==> config.mk <==
export PLATFORM = sky130hd
export DESIGN_NAME = div
export DESIGN_NICKNAME = d
export VERILOG_FILES = /design/src/rtl/div.sv
export SDC_FILE = /design/constraint.sdc
export NUM_CORES = 1
export LEC_CHECK = 0
export CAP_MARGIN = 40
export CORE_UTILIZATION = 31
export CTS_BUF_LIST = sky130_fd_sc_hd__clkbuf_4 sky130_fd_sc_hd__clkbuf_8
export CTS_CLUSTER_SIZE = 12
export DETAILED_ROUTE_END_ITERATION = 8
export DONT_BUFFER_PORTS = 1
export GPL_TIMING_DRIVEN = 0
export PLACE_DENSITY = 0.54
export SETUP_SLACK_MARGIN = 0.05
export SLEW_MARGIN = 20
export SYNTH_ARGS = -nofsm -noshare
export SYNTH_HDL_FRONTEND = slang
export SYNTH_SLANG_ARGS = --single-unit
==> constraint.sdc <==
create_clock -name clk_i -period 2.8 [get_ports clk_i]
set_input_delay 0.28 -clock clk_i [delete_from_list [all_inputs] [get_ports clk_i]]
set_output_delay 0.28 -clock clk_i [all_outputs]
set_load 0.005 [all_outputs]
==> src/rtl/div.sv <==
// Sequential unsigned restoring divider: DW-bit dividend / VW-bit divisor,
// one quotient bit per clock, with the same start/busy handshake as mult.
module div #(
  parameter int DW = 16,
  parameter int VW = 8
) (
  input  logic          clk_i,
  input  logic          rst_i,
  input  logic [DW-1:0] a_bi,
  input  logic [VW-1:0] b_bi,
  input  logic          start_i,
  output logic          busy_o,
  output logic [DW-1:0] q_bo,
  output logic [VW-1:0] r_bo,
  output logic          dz_o
);

  localparam int CW = $clog2(DW + 1);

  typedef enum logic [0:0] {
    IDLE = 1'b0,
    WORK = 1'b1
  } state_t;

  state_t        state_q;
  logic [CW-1:0] cnt_q;
  logic [DW-1:0] dvd_q;
  logic [VW-1:0] dvs_q;
  logic [VW:0]   rem_q;
  logic [DW-1:0] quo_q;
  logic          busy_q;
  logic [DW-1:0] q_q;
  logic [VW-1:0] r_q;
  logic          dz_q;

  logic [VW:0]   rem_sh_d;
  logic          ge_d;
  logic [VW:0]   rem_d;
  logic [DW-1:0] quo_d;
  logic [DW-1:0] dvd_d;
  logic          last_d;
  logic          dz_d;

  // One restoring step: shift in the dividend MSB, trial-subtract the divisor.
  always_comb begin
    rem_sh_d = {rem_q[VW-1:0], dvd_q[DW-1]};
    ge_d     = (rem_sh_d >= {1'b0, dvs_q});
    rem_d    = ge_d ? (rem_sh_d - {1'b0, dvs_q}) : rem_sh_d;
    quo_d    = {quo_q[DW-2:0], ge_d};
    dvd_d    = {dvd_q[DW-2:0], 1'b0};
    last_d   = (cnt_q == CW'(DW - 1));
    dz_d     = (dvs_q == {VW{1'b0}});
  end

  // Control FSM, datapath registers and registered result outputs.
  always_ff @(posedge clk_i or posedge rst_i) begin
    if (rst_i) begin
      state_q <= IDLE;
      cnt_q   <= {CW{1'b0}};
      dvd_q   <= {DW{1'b0}};
      dvs_q   <= {VW{1'b0}};
      rem_q   <= {(VW+1){1'b0}};
      quo_q   <= {DW{1'b0}};
      busy_q  <= 1'b0;
      q_q     <= {DW{1'b0}};
      r_q     <= {VW{1'b0}};
      dz_q    <= 1'b0;
    end else begin
      case (state_q)
        IDLE: begin
          if (start_i) begin
            dvd_q   <= a_bi;
            dvs_q   <= b_bi;
            rem_q   <= {(VW+1){1'b0}};
            quo_q   <= {DW{1'b0}};
            cnt_q   <= {CW{1'b0}};
            busy_q  <= 1'b1;
            state_q <= WORK;
          end else begin
            state_q <= IDLE;
          end
        end
        WORK: begin
          dvd_q <= dvd_d;
          rem_q <= rem_d;
          quo_q <= quo_d;
          cnt_q <= cnt_q + CW'(1);
          if (last_d) begin
            // With a zero divisor every step subtracts nothing, so the
            // remainder has shifted in exactly the low VW dividend bits.
            q_q     <= dz_d ? {DW{1'b1}} : quo_d;
            r_q     <= rem_d[VW-1:0];
            dz_q    <= dz_d;
            busy_q  <= 1'b0;
            state_q <= IDLE;
          end else begin
            state_q <= WORK;
          end
        end
        default: begin
          busy_q  <= 1'b0;
          state_q <= IDLE;
        end
      endcase
    end
  end

  assign busy_o = busy_q;
  assign q_bo   = q_q;
  assign r_bo   = r_q;
  assign dz_o   = dz_q;

endmodule

==> flow_summary.ini <==
[status]
status = complete, but fails checks
violations = design-rule violations

[worst_setup_path]
setup.worst_path.start = rem_q[5]
critPathCaptureType = flop
critPathKind = reg2reg
path_max_fanout = 10
crit_required_ps = 3050
cpPeakStageDelay_ps = 700
slowest_stage = o221ai_1
r2r_cells = 6
crit_arrival_ps = 2690
crit_path_cell_trace = ha_1 -> buf_4 -> nand4_2 -> o221ai_1 -> o21ai_0 -> a31o_2
timing.rr.start = rem_q[5]
crit_path_start_kind = flop
r2r_slack_ps = 360
crit_end = r_bo[0]
r2r_end = r_bo[0]

[floorplanning]
initial_core_util_pct = 32.3
die_w_um = 112
die_y_um = 112
dieArea_um2 = 12500
num_io_pins = 53
num_rows = 39
core_um2 = 11600

[sta]
setup_slack_ps = 358
worstMarginPinSlew_ps = 843
fmax_ghz = 0.409
final.setup.tns_ps = 0
period_needed_ps = 2440
final-setup-viol-count = 0
finalCritPeriodShare_pct = 87.2
finalHoldViolCount = 0
rsz0062_at_grt = false
fin_skew_ps = 13.5
final-max-slew-violation-count = 0
holdWs_ps = 41.5
relSlewSlack_pct = 43.8

[yosys]
syn_avg_cell_area_um2 = 9.89
synth_xor_area_share_pct = 0.701
synth_area_um2 = 3750
synth_cell_type_count = 48
synth_top_family_by_area = compound AO/OA/AOI/OAI gates
ys_seq_area_share_pct = 52.7
synthAdderAreaFrac_pct = 3.87
synth_edf_count = 0
synthCells = 379
synth_seq_cells = 79
synth-compound-area-share_pct = 20.0
syn-num-nets = 417
synth-warning-count = 0
synth_simple_gate_area_share_pct = 13.4
synth_mux_area_share_pct = 4.57
synth-main-ff-cell = dfrtp_1
async_flop_share_pct = 100

[cells_and_area]
antenna_cells = 0
fin_cells = 540
fin_nets = 430
n_fill_cell = 1202
drive_above_1_share_pct = 8.56
syn_to_final_growth_pct = 11.4
post-route-util_pct = 36.0
design_area_um2 = 4180

[detailed_routing]
drt-vias-per-instance = 5.25
detail-route-antenna-nets = 0
dr.pass1.iters = 6
vias = 2834
drcViolationCount = 2
post_drt_wl_per_cell_um = 16.8
drt-total-wl_um = 9050
drt_iter0_drc = 186

[grt]
overflow = 0
grt_start_max_net_pins = 46
grtUsageTotal_pct = 15.4
antenna_found_initial = 0
grt_pass1_wl_um = 15000
grt_pass1_vias = 2837

[clock_network]
insertion_delay_ps = 360
clock_sinks = 79
cts_max_path_buffers = 2
cts_hold_buf = 1
post-cts-setup-buffers = 0
root_buffer = clkbuf_8
cts_buffers = 9
path_clk_slew_ps = 90
cts_max_level = 3
cts-resized-gates = 0
cts_tree = built

[placement]
dp_hpwl_um = 6410
port-buffer-count = 0
finalWeightedCongestion = 0.798
dp.cells = 523
pre_cts_ws_ps = 406
dpl_cell_area_um2 = 3960

[power]
leakage_nw = 1.81
powerDensity_nw_per_um2 = 1320
total_power_mw = 5.51
irDropWorstVdd_v = 0.000427

[run]
max_cap_violations = 0

[worst_hold_path]
whs_path_depth = 2
hp-class = in2reg
## cells in the final DEF, fill, tap and decap left out, drive strengths merged, types with 6 or more instances in the layout
| cell type | Yosys | layout |
|---|---|---|
| o22a | 16 | 16 |
| dfrtp | 79 | 79 |
| inv | 20 | 25 |
| nand2 | 62 | 62 |
| buf | 10 | 11 |
| a21oi | 6 | 6 |
| o21ai | 55 | 55 |
| mux2i | 16 | 16 |
| ha | 10 | 10 |
| nor2 | 21 | 21 |
| clkbuf | 13 | 22 |
| nand3 | 9 | 9 |
## power by group
group / internal [mW] / switching, mW / total (mW)
Combinational: 1.06 / 1.42 / 2.48
Clock: 0.434 / 0.489 / 0.923
Sequential: 1.69 / 0.415 / 2.10
Total: 3.18 / 2.32 / 5.51
## Yosys cell counts, types with 3 or more instances
cell type	n	share of area [%]
a21oi_1	6	0.80
a31o_2	4	0.93
a31oi_1	5	0.83
and2_1	4	0.67
and3_1	4	0.67
buf_2	6	0.80
clkbuf_1	13	1.3
dfrtp_1	79	53
ha_1	10	3.3
inv_1	20	2.0
mux2i_1	16	4.3
nand2_1	62	6.2
nand3_1	9	1.2
nand4_1	4	0.67
nor2_1	21	2.1
nor3_1	3	0.40
o211ai_1	4	0.80
o21ai_0	54	7.2
o221ai_1	3	0.70
o22a_1	16	3.7
## layout make-up
cell class                 instances  area, µm²  area share [%]
timing repair buffer               2       37.5           0.898
clock buffer                       9        124            2.96
inverter                          20       77.6            1.86
buffer                            23        101            2.43
multi-input combinational        257       1600            38.2
clock inverter                     7       86.3            2.07
sequential                        79       1980            47.3
tap                              143        179            4.28
## logic make-up after synthesis
logic type / count (synthesis)
simple gates: 114
xor+xnor: 3
buf+inv: 43
mux: 17
flops: 79
compound gates: 112
fa+ha+maj: 11
## sequential cells by signal, indices dropped and copies added, names as in the netlist
register and flops:
state_q 1, dvd_q 16, quo_q 15, q_bo 16, dz_o 1, cnt_q 5, rem_q 8, busy_o 1
r_bo 8, dvs_q 8
## how the worst min path moves through the flow
| stage | startpoint | endpoint | slack (ps) |
|---|---|---|---|
| final | b_bi[5] | dvs_q[5] | 40 |
| after global routing | b_bi[4] | dvs_q[4] | 30 |
| after CTS | b_bi[5] | dvs_q[5] | 30 |
| after detailed placement | rst_i | busy_o | 210 |
| after global placement | b_bi[3] | dvs_q[3] | 400 |
| after floorplan | b_bi[1] | dvs_q[1] | 400 |
## worst max-delay path, delay by kind of cell, from the launching register on
family | cells | cell delay (ps)
adder cells (fa/ha/maj) | 1 | 300
buffers and inverters | 1 | 150
AND/OR/NAND/NOR | 1 | 150
AO/OA/AOI/OAI | 3 | 1280
flip-flops | 1 | 450
## per-layer routing
| layer | track usage [%] | wire length, µm | up-vias |
|---|---|---|---|
| li1 | - | - | 1374 |
| met1 | 19.6 | 4080 | 1394 |
| met2 | 24.6 | 4300 | 55 |
| met3 | 4.14 | 498 | 11 |
| met4 | 6.49 | 170 | 0 |
| met5 | 0 | 0 | - |
(Power assumes the default switching activity.)
